File: src/rtl/mux_rr_nw_pkg.sv
// Shared types and helpers for the round-robin registered multiplexer.
// The packet-lock state type is only instantiated when MUX_RR_LOCK_EN is defined.
package mux_rr_pkg;

  localparam int LOCK_CH_W = 16;

  function automatic int sel_width(input int n);
    return (n <= 2) ? 1 : $clog2(n);
  endfunction

  typedef struct packed {
    logic                 lock;
    logic [LOCK_CH_W-1:0] lock_ch;
  } lock_st_t;

endpackage

File: src/rtl/mux_rr_nw_if.sv
// Handshake bundle between N producer channels, the mux, and one consumer.
// slave is the mux side; master is the producer/consumer side.
interface mux_rr_nw_if
  import mux_rr_pkg::*;
#(
  parameter int N     = 4,
  parameter int W     = 8,
  parameter int SEL_W = sel_width(N)
);

  logic [N-1:0]     in_valid;
  logic [N*W-1:0]   in_data;
  logic [N-1:0]     in_last;
  logic [N-1:0]     in_ready;
  logic             out_valid;
  logic [W-1:0]     out_data;
  logic [SEL_W-1:0] out_sel;
  logic             out_ready;

  modport slave (
    input  in_valid, in_data, in_last, out_ready,
    output in_ready, out_valid, out_data, out_sel
  );

  modport master (
    output in_valid, in_data, in_last, out_ready,
    input  in_ready, out_valid, out_data, out_sel
  );

endinterface

File: src/rtl/mux_rr_nw_arbiter.sv
// Round-robin arbiter: searches from ptr upward with wrap, owns the ptr register.
module rr_arbiter
  import mux_rr_pkg::*;
#(
  parameter int N     = 4,
  parameter int SEL_W = sel_width(N)
) (
  input  logic             clk,
  input  logic             rst,
  input  logic [N-1:0]     req,
  input  logic             advance,
  output logic [SEL_W-1:0] ptr,
  output logic [SEL_W-1:0] grant,
  output logic             any
);

  // Walk offsets from farthest to nearest so the nearest requester wins.
  always_comb begin
    int               pos;
    logic [SEL_W-1:0] idx;
    grant = '0;
    any   = 1'b0;
    pos   = 0;
    idx   = '0;
    for (int k = N - 1; k >= 0; k--) begin
      pos = int'(ptr) + k;
      if (pos >= N) pos = pos - N;
      idx = SEL_W'(pos);
      if (req[idx]) begin
        grant = idx;
        any   = 1'b1;
      end
    end
  end

  always_ff @(posedge clk or posedge rst) begin
    if (rst) begin
      ptr <= '0;
    end else if (advance) begin
      ptr <= (grant == SEL_W'(N - 1)) ? '0 : grant + SEL_W'(1);
    end
  end

endmodule

File: src/rtl/mux_rr_nw.sv
// N-channel registered mux with round-robin channel selection and valid/ready on both sides.
// Define MUX_RR_LOCK_EN to hold the grant on one channel until it sends a beat with in_last set.
module mux_rr_nw
  import mux_rr_pkg::*;
#(
  parameter int N     = 4,
  parameter int W     = 8,
  parameter int SEL_W = sel_width(N)
) (
  input logic           clk,
  input logic           rst,
  mux_rr_nw_if.slave    bus
);

  logic [N-1:0]     req;
  logic [SEL_W-1:0] ptr;
  logic [SEL_W-1:0] grant;
  logic             any;
  logic             load;
  logic             xfer;
  logic             advance;

  logic             out_valid_q;
  logic [W-1:0]     out_data_q;
  logic [SEL_W-1:0] out_sel_q;

  assign load = ~out_valid_q | bus.out_ready;
  assign xfer = load & any;

`ifdef MUX_RR_LOCK_EN
  lock_st_t lock_q;
  logic     unused_lock_hi;

  assign unused_lock_hi = ^lock_q.lock_ch[LOCK_CH_W-1:SEL_W];

  // While locked only the locked channel may request, so the arbiter grants it or nothing.
  assign req     = lock_q.lock ? (bus.in_valid & (N'(1) << lock_q.lock_ch[SEL_W-1:0]))
                               : bus.in_valid;
  assign advance = xfer & bus.in_last[grant];

  always_ff @(posedge clk or posedge rst) begin
    if (rst) begin
      lock_q <= '0;
    end else if (xfer) begin
      lock_q.lock    <= ~bus.in_last[grant];
      lock_q.lock_ch <= LOCK_CH_W'(grant);
    end
  end
`else
  logic unused_last;

  assign unused_last = ^bus.in_last;
  assign req         = bus.in_valid;
  assign advance     = xfer;
`endif

  rr_arbiter #(.N(N), .SEL_W(SEL_W)) u_arb (
    .clk     (clk),
    .rst     (rst),
    .req     (req),
    .advance (advance),
    .ptr     (ptr),
    .grant   (grant),
    .any     (any)
  );

  always_comb begin
    bus.in_ready = '0;
    if (xfer) bus.in_ready[grant] = 1'b1;
  end

  always_ff @(posedge clk or posedge rst) begin
    if (rst) begin
      out_valid_q <= 1'b0;
      out_data_q  <= '0;
      out_sel_q   <= '0;
    end else if (load) begin
      out_valid_q <= any;
      if (any) begin
        out_data_q <= bus.in_data[grant*W +: W];
        out_sel_q  <= grant;
      end
    end
  end

  assign bus.out_valid = out_valid_q;
  assign bus.out_data  = out_data_q;
  assign bus.out_sel   = out_sel_q;

endmodule

File: src/flat_wrapper.sv
// flat-port wrapper written by rule: the top's interface ports become plain ports
module mux_rr_nw_flat import mux_rr_pkg::*;
#(
  parameter int N     = 4,
  parameter int W     = 8,
  parameter int SEL_W = sel_width(N)
)
  (clk, rst, bus_in_valid, bus_in_data, bus_in_last, bus_out_ready, bus_in_ready, bus_out_valid, bus_out_data, bus_out_sel);
  mux_rr_nw_if #(.N(N), .W(W), .SEL_W(SEL_W)) bus_i ();
  input logic clk;
  input logic rst;
  input wire logic [$bits(bus_i.in_valid)-1:0] bus_in_valid;
  input wire logic [$bits(bus_i.in_data)-1:0] bus_in_data;
  input wire logic [$bits(bus_i.in_last)-1:0] bus_in_last;
  input wire logic [$bits(bus_i.out_ready)-1:0] bus_out_ready;
  output wire logic [$bits(bus_i.in_ready)-1:0] bus_in_ready;
  output wire logic [$bits(bus_i.out_valid)-1:0] bus_out_valid;
  output wire logic [$bits(bus_i.out_data)-1:0] bus_out_data;
  output wire logic [$bits(bus_i.out_sel)-1:0] bus_out_sel;
  assign bus_i.in_valid = bus_in_valid;
  assign bus_i.in_data = bus_in_data;
  assign bus_i.in_last = bus_in_last;
  assign bus_i.out_ready = bus_out_ready;
  assign bus_in_ready = bus_i.in_ready;
  assign bus_out_valid = bus_i.out_valid;
  assign bus_out_data = bus_i.out_data;
  assign bus_out_sel = bus_i.out_sel;
  mux_rr_nw #(.N(N), .W(W), .SEL_W(SEL_W)) u_core (.clk(clk), .rst(rst), .bus(bus_i));
endmodule
File: config.mk
export PLATFORM = sky130hd
export DESIGN_NAME = mux_rr_nw_flat
export DESIGN_NICKNAME = d
export VERILOG_FILES = /design/src/rtl/mux_rr_nw_pkg.sv /design/src/rtl/mux_rr_nw_if.sv /design/src/rtl/mux_rr_nw_arbiter.sv /design/src/rtl/mux_rr_nw.sv /design/src/flat_wrapper.sv
export SDC_FILE = /design/constraint.sdc
export NUM_CORES = 1
export LEC_CHECK = 0
export ABC_AREA = 1
export ABC_CLOCK_PERIOD_IN_PS = 2610
export CORE_MARGIN = 3
export CORE_UTILIZATION = 40
export CTS_CLUSTER_SIZE = 24
export DETAILED_ROUTE_END_ITERATION = 10
export GPL_TIMING_DRIVEN = 0
export PLACE_DENSITY = 0.79
export SLEW_MARGIN = 5
export SYNTH_ARGS = -nofsm -noshare
export SYNTH_HDL_FRONTEND = slang
export SYNTH_SLANG_ARGS = --single-unit
File: constraint.sdc
create_clock -name clk -period 2.61 [get_ports clk]
set_input_delay 0.522 -clock clk [delete_from_list [all_inputs] [get_ports clk]]
set_output_delay 0.522 -clock clk [all_outputs]
set_load 0.02 [all_outputs]
==> results.py, run 1 <==
metrics = {
    "outcome": {
        "run_status": "finished, final reports clean",
    },
    "clock_tree": {
        "htreeDepth": 1,
        "number_of_buffers_created_by_cts": 3,
        "cts_hold_buffers": 0,
        "clk_latency_ps": 280,
        "clkSlewWorstSetupHoldPaths_ps": 70,
        "cts_root_buf": "sky130_fd_sc_hd__clkbuf_4",
        "clock_tree_from_tritoncts": "yes",
        "clk_path_buf_depth": 2,
        "clock_sinks": 13,
    },
    "setup_path": {
        "worst-endpoint-arrival_ps": 1940,
        "worst_setup_path_startpoint": "u_core.u_arb.ptr[0]",
        "timing.critical_path.cells": "buf_6 > inv_6 > nand2_1 > nand2_1 > nand2_2 > nand2_4 > nor2_1 > nand4_1 > o21ai_2 > inv_2 > nand3_2 > nor2_2 > buf_6",
        "max_stage_delay_ps": 380,
        "worst_setup_path_end_kind": "output port",
        "reg2reg_from": "u_core.u_arb.ptr[0]",
        "timing.critical_path.fanout_max": 9,
        "cpMaxStageDelayCell": "sky130_fd_sc_hd__dfrtp_1",
        "cp.required_ps": 2090,
        "worstSetupPathType": "flop to output port",
        "worst_setup_path_start_kind": "flop",
    },
    "detailed_routing": {
        "viasPerCell": 4.77,
        "vias": 1383,
        "detail_route.iter0.violations": 22,
        "ant_nets": 0,
        "route.final.wire_length_microns": 3380,
        "drc": 0,
        "drt_first_pass_iters": 4,
        "route.detailed.wl_per_inst_microns": 11.7,
    },
    "cells_and_area": {
        "num_antenna_cells": 0,
        "instances_no_fill": 290,
        "area_occupied_by_multi_input_gates_sq_um": 759,
        "final_core_util_pct": 74.8,
        "leading_cell_types_in_the_layout_fill_and_taps_excluded": "77 x sky130_fd_sc_hd__nand2_1, 45 x sky130_fd_sc_hd__clkdlybuf4s50_1, 19 x sky130_fd_sc_hd__buf_4",
        "most_common_library_cell_in_the_layout_ignoring_fill_and_taps": "sky130_fd_sc_hd__nand2_1",
        "post_route_cells_drive_above_1_share_pct": 27.7,
        "area.sequential_sq_um": 327,
        "layout.cell_area.non_filler_sq_um": 1950,
        "number_of_fillers_in_the_final_layout": 207,
        "syn2layout_area_growth_pct": 68.7,
        "final_net_count": 304,
    },
    "timing": {
        "clock.fmax_mhz": 407,
        "timing.max_slew.rel_slack_pct": 68.9,
        "finalSetupViolCount": 0,
        "hold_violations": 0,
        "finClkSkew_ps": 4.45,
        "worstMarginPinSlew_ps": 466,
        "layout_worst_path_cycle_share_pct": 94.2,
        "rsz_0062_raised_after_global_routing": "false",
        "slew_violations": 0,
        "min_tclk_post_route_ps": 2460,
    },
    "logic_synthesis": {
        "synthDominantAreaCellType": "sky130_fd_sc_hd__dfrtp_1",
        "avgSynthCellArea_sq_um": 6.23,
        "ys_top_cells_by_area": "sky130_fd_sc_hd__dfrtp_1 28%, sky130_fd_sc_hd__nand2_1 28%, sky130_fd_sc_hd__nand3_1 9.5%",
        "ys_ff_latch": 13,
        "synth-warning-count": 0,
        "synth.cell_area_sq_um": 1160,
        "synth_cell_type_count": 22,
        "netlist.area_leader.share_pct": 28.1,
        "synth_fp_nets": 229,
        "seq_area_frac_synth_pct": 28.1,
        "post_synth_inst_count": 186,
    },
    "pwr": {
        "power.leakage_nw": 1.05,
        "p_int_w": 0.00152,
        "power.share.clock_pct": 4.0,
        "comb_power_share_pct": 83.6,
        "peakVddDrop_mv": 1.19,
        "power_density_nw_per_um2": 1570,
        "total_switching_power_w": 0.00156,
        "power.switching_fraction_pct": 50.7,
        "pwr-share-seq_pct": 12.4,
    },
    "die": {
        "die_width_microns": 59.8,
        "initial_core_util_pct": 44.3,
        "floorplan.die.height_microns": 59.8,
        "fp-row-count": 18,
        "core_sq_um": 2610,
        "total_die_area_sq_um": 3580,
        "io_pins": 58,
    },
    "grt": {
        "grt_util_all_layers_pct": 20.8,
        "grt_antenna_before_repair": 0,
        "grt_first_pass_wirelength_microns": 5650,
        "pin_count_of_the_biggest_net_entering_global_routing": 14,
        "grt_pass1_vias": 1335,
        "grt_remaining_overflow": 0,
    },
    "flow_run": {
        "max_cap_viol_count": 0,
    },
    "placement": {
        "gp_congestion": 0.833,
        "portBuffers": 53,
        "numPlacedInstances": 269,
        "placed_cell_area_sq_um": 1730,
        "dpl.hpwl_microns": 2460,
    },
    "min_path": {
        "min_from": "u_core.bus.out_sel[1]",
        "worst_hold_path_type": "flop to flop",
    },
}
[routing by layer]
layer,GRT usage (%),wire length [microns]
met1,25.6,1440
met4,5.38,51
met5,0,0
met2,34.7,1640
met3,6.70,250
[cell usage after synthesis, drive strengths merged]
master	number
inv	20
o211ai	1
clkinv	1
nand2	98
o21bai	1
nand3b	8
nand4	1
a21oi	1
nand3	22
nor2	8
buf	7
dfrtp	13
o21ai	5
[final timing paths]
path | end | slack (ps) | cells past startpoint
worst max register to register | u_core.bus.out_data[2] | 490 | 18
worst max-delay path | bus_in_ready[0] | 150 | 13
worst min register to register | u_core.bus.out_sel[1] | 480 | 2
min in group asynchronous | u_core.bus.out_sel[0] | 580 | 2
max in group asynchronous | u_core.u_arb.ptr[1] | 1690 | 2
worst min-delay path | u_core.bus.out_sel[1] | 480 | 2
[power by group through the flow]
stage	logic [W]	registers (W)	clock network, W
after floorplan	0.00143	0.000472	0
after CTS	0.00230	0.000380	0.000127
after global routing	0.00285	0.000393	0.000138
after global placement	0.00210	0.000377	0
after detailed placement	0.00212	0.000378	0
final	0.00257	0.000382	0.000122
[registers in the layout (all words and copies together) (netlist names)]
register	count
u_core.bus.out_data	8
u_core.bus.out_sel	2
u_core.bus.out_valid	1
u_core.u_arb.ptr	2
[area by class of cell]
cell class	instances	share of cell area (%)
multi-input cells	145	38.9
repair buffers	71	33.9
flip-flops and latches	13	16.7
inverters	21	4.42
plain buffers	6	2.82
well taps	30	1.92
clock buffers	4	1.34
[logic make-up (layout without fill, tap and decap cells)]
kind of cell    after synthesis  count (layout)  share of synthesized area [%]
buf+inv                      28             102                           12.9
compound gates                8               8                           4.21
simple gates                137             137                           54.9
flops                        13              13                           28.1
[through the flow]
stage               hold slack [ps]  TNS [ps]  total power (W)  worst slack (ps)
finish                          484         0          0.00308               152
global route                    525         0          0.00338              5.80
CTS                             489     -22.4          0.00281             -8.45
detailed placement              467     -2470          0.00250              -651
global placement                465     -2440          0.00248              -647
floorplan                       399         0          0.00190               367
[worst max-delay path: cells and delay by family (launching register included)]
family | cells | cell delay [ps]
and+or+nand+nor | 8 | 710
buffers and inverters | 4 | 470
DFF | 1 | 380
AOI/OAI and AO/OA | 1 | 100
[repair_timing]
action	in CTS	in global routing
pin swaps	14	7
endpoints found under the hold margin	0	0
setup endpoints to repair	4	4
resized for setup	40	14
buffers inserted	10	8
No activity file was read; power rests on OpenSTA's default activity.
==> inputs of run 2 (changes only) <==
CORE_MARGIN = unset   (was 3)
==> run 2 against run 1 <==
Flip-flop and latch count unchanged. Clock skew up 1.1 ps. Sequential power decreased by 1%. Combinational power fell by 4%. Non-clock buffer count fell by 4. Sequential share of layout area rose by 0.21 points. Hold slack improved by 4.5 ps. Critical path type unchanged.
==> results.py, run 2 (synthesis gave the netlist of run 1 again) <==
metrics = {
    "setup_path": {
        "worst_setup_path_end_kind": "output port",
        "cp.required_ps": 2090,
        "rr_endpoint": "u_core.bus.out_data[3]",
        "reg2reg_from": "u_core.u_arb.ptr[1]",
        "slack_of_the_worst_reg_to_reg_path_ps": 500,
        "timing.critical_path.fanout_max": 5,
        "worstSetupPathType": "flop to output port",
        "worst_setup_path_start_kind": "flop",
        "worst_r2r_path_depth": 17,
        "worst-endpoint-arrival_ps": 1940,
    },
    "placement": {
        "dpl.hpwl_microns": 2240,
        "gp_congestion": 0.852,
        "portBuffers": 53,
        "numPlacedInstances": 270,
    },
    "min_path": {
        "worstHoldPathCells": 2,
        "min_from": "u_core.bus.out_data[3]",
        "worst_hold_path_type": "flop to flop",
        "timing.hold.worst_endpoint": "u_core.bus.out_data[3]",
    },
    "timing": {
        "timing.max_slew.rel_slack_pct": 67.9,
        "clock.fmax_mhz": 406,
        "finClkSkew_ps": 5.58,
        "hold_violations": 0,
        "rsz_0062_raised_after_global_routing": "false",
        "finalSetupViolCount": 0,
        "layout_worst_path_cycle_share_pct": 94.3,
        "worstMarginPinSlew_ps": 481,
        "min_tclk_post_route_ps": 2460,
        "worst_hold_slack_ps": 488,
        "slew_violations": 0,
    },
    "cells_and_area": {
        "instances_no_fill": 287,
        "num_antenna_cells": 0,
        "syn2layout_area_growth_pct": 66.0,
        "most_common_library_cell_in_the_layout_ignoring_fill_and_taps": "sky130_fd_sc_hd__nand2_1",
        "leading_cell_types_in_the_layout_fill_and_taps_excluded": "77 x sky130_fd_sc_hd__nand2_1, 45 x sky130_fd_sc_hd__clkdlybuf4s50_1, 18 x sky130_fd_sc_hd__buf_4",
        "largest_register_ffs": 8,
        "final_net_count": 300,
        "post_route_cells_drive_above_1_share_pct": 26.2,
    },
    "grt": {
        "grt_antenna_before_repair": 0,
        "grt_remaining_overflow": 0,
        "grt_first_pass_wirelength_microns": 5160,
        "grt_pass1_vias": 1230,
        "grt_util_all_layers_pct": 20.5,
        "pin_count_of_the_biggest_net_entering_global_routing": 14,
    },
    "pwr": {
        "peakVddDrop_mv": 1.20,
        "power_density_nw_per_um2": 1550,
        "power.leakage_nw": 1.05,
    },
    "clock_tree": {
        "clock_tree_from_tritoncts": "yes",
        "number_of_buffers_created_by_cts": 3,
        "cts_root_buf": "sky130_fd_sc_hd__clkbuf_4",
        "clkSlewWorstSetupHoldPaths_ps": 80,
        "clk_latency_ps": 280,
        "cts_hold_buffers": 0,
        "clock_sinks": 13,
        "htreeDepth": 1,
        "clk_path_buf_depth": 2,
    },
    "detailed_routing": {
        "drt_first_pass_iters": 5,
        "route.detailed.wl_per_inst_microns": 11.0,
        "ant_nets": 0,
        "drc": 0,
        "route.final.wire_length_microns": 3160,
        "viasPerCell": 4.84,
        "detail_route.iter0.violations": 57,
        "vias": 1388,
    },
    "die": {
        "io_pins": 58,
        "total_die_area_sq_um": 3120,
        "core_sq_um": 2760,
        "floorplan.die.height_microns": 55.8,
        "initial_core_util_pct": 42.0,
        "die_width_microns": 55.8,
        "fp-row-count": 19,
    },
    "flow_run": {
        "max_cap_viol_count": 0,
    },
    "outcome": {
        "run_status": "finished, final reports clean",
    },
}
## run 2: cell types whose count changed in the layout (fill, tap and decap cells not counted), sizes merged
cell / previous run / this run
dlymetal6s2s: 2 / 4
buf: 28 / 24
dlygate4sd2: 2 / 0
## run 2: worst max-delay path, stage by stage, from the launching register on
cell                      delay [ps]
sky130_fd_sc_hd__dfrtp_1         470
sky130_fd_sc_hd__inv_2           110
sky130_fd_sc_hd__nand2_1          80
sky130_fd_sc_hd__nand2_1          70
sky130_fd_sc_hd__nand2_1         130
sky130_fd_sc_hd__nand2_1          80
sky130_fd_sc_hd__nor2_2           90
sky130_fd_sc_hd__nor2_2           60
sky130_fd_sc_hd__nand2_4         110
sky130_fd_sc_hd__buf_6           110
sky130_fd_sc_hd__nand3_2          80
sky130_fd_sc_hd__nor2_1          110
sky130_fd_sc_hd__buf_4           150
## run 2: worst max path at each step
stage	cells past startpoint	end	slack (ps)	from
final	12	bus_in_ready[0]	150	u_core.u_arb.ptr[1]
after global placement	13	bus_in_ready[3]	-630	bus_in_valid[0]
after global routing	12	bus_in_ready[0]	20	u_core.u_arb.ptr[1]
after detailed placement	13	bus_in_ready[3]	-640	bus_in_valid[0]
after CTS	12	bus_in_ready[0]	5	bus_in_valid[0]
after floorplan	13	bus_in_ready[3]	370	u_core.u_arb.ptr[0]
## run 2: area by class of cell
class | count | area (sq um)
buffer | 6 | 55.1
clock buffer | 4 | 26.3
fill | 247 | 835
inverter | 21 | 86.3
multi-input combinational | 145 | 756
sequential | 13 | 325
tap | 31 | 38.8
timing repair buffer | 67 | 636
## run 2: what timing repair did
item,CTS,global route
gates resized for setup,27,24
hold endpoints to repair,0,0
pin swaps,4,8
buffers inserted,7,7
endpoints found under the setup margin,4,4
gates cloned,0,0
## run 2: layer usage
layer,vias up,global-route usage [%],part of all wire [%]
li1,715,-,-
met1,629,26.2,43
met2,44,35.6,50
met3,0,6.05,6.4
met4,0,2.09,0
met5,-,0,0
## run 2: through the flow
step / power [W] / setup slack, ps / TNS [ps] / utilization, % / area [sq um]
after floorplan: 0.00190 / 367 / 0 / - / 1160
after global placement: 0.00248 / -630 / -2450 / 62.7 / 1730
after detailed placement: 0.00250 / -639 / -2460 / 62.7 / 1730
after CTS: 0.00272 / 5.42 / 0 / 65.2 / 1800
after global routing: 0.00323 / 24.1 / 0 / 69.7 / 1920
final: 0.00298 / 150 / 0 / 69.7 / 1920
## run 2: power breakdown
| part | leakage, nW | internal [W] | switching (W) | total, W |
|---|---|---|---|---|
| sequential | 0.158 | 0.000314 | 0.0000627 | 0.000377 |
| combinational | 0.876 | 0.00107 | 0.00141 | 0.00248 |
| clock | 0.0150 | 0.0000593 | 0.0000647 | 0.000124 |
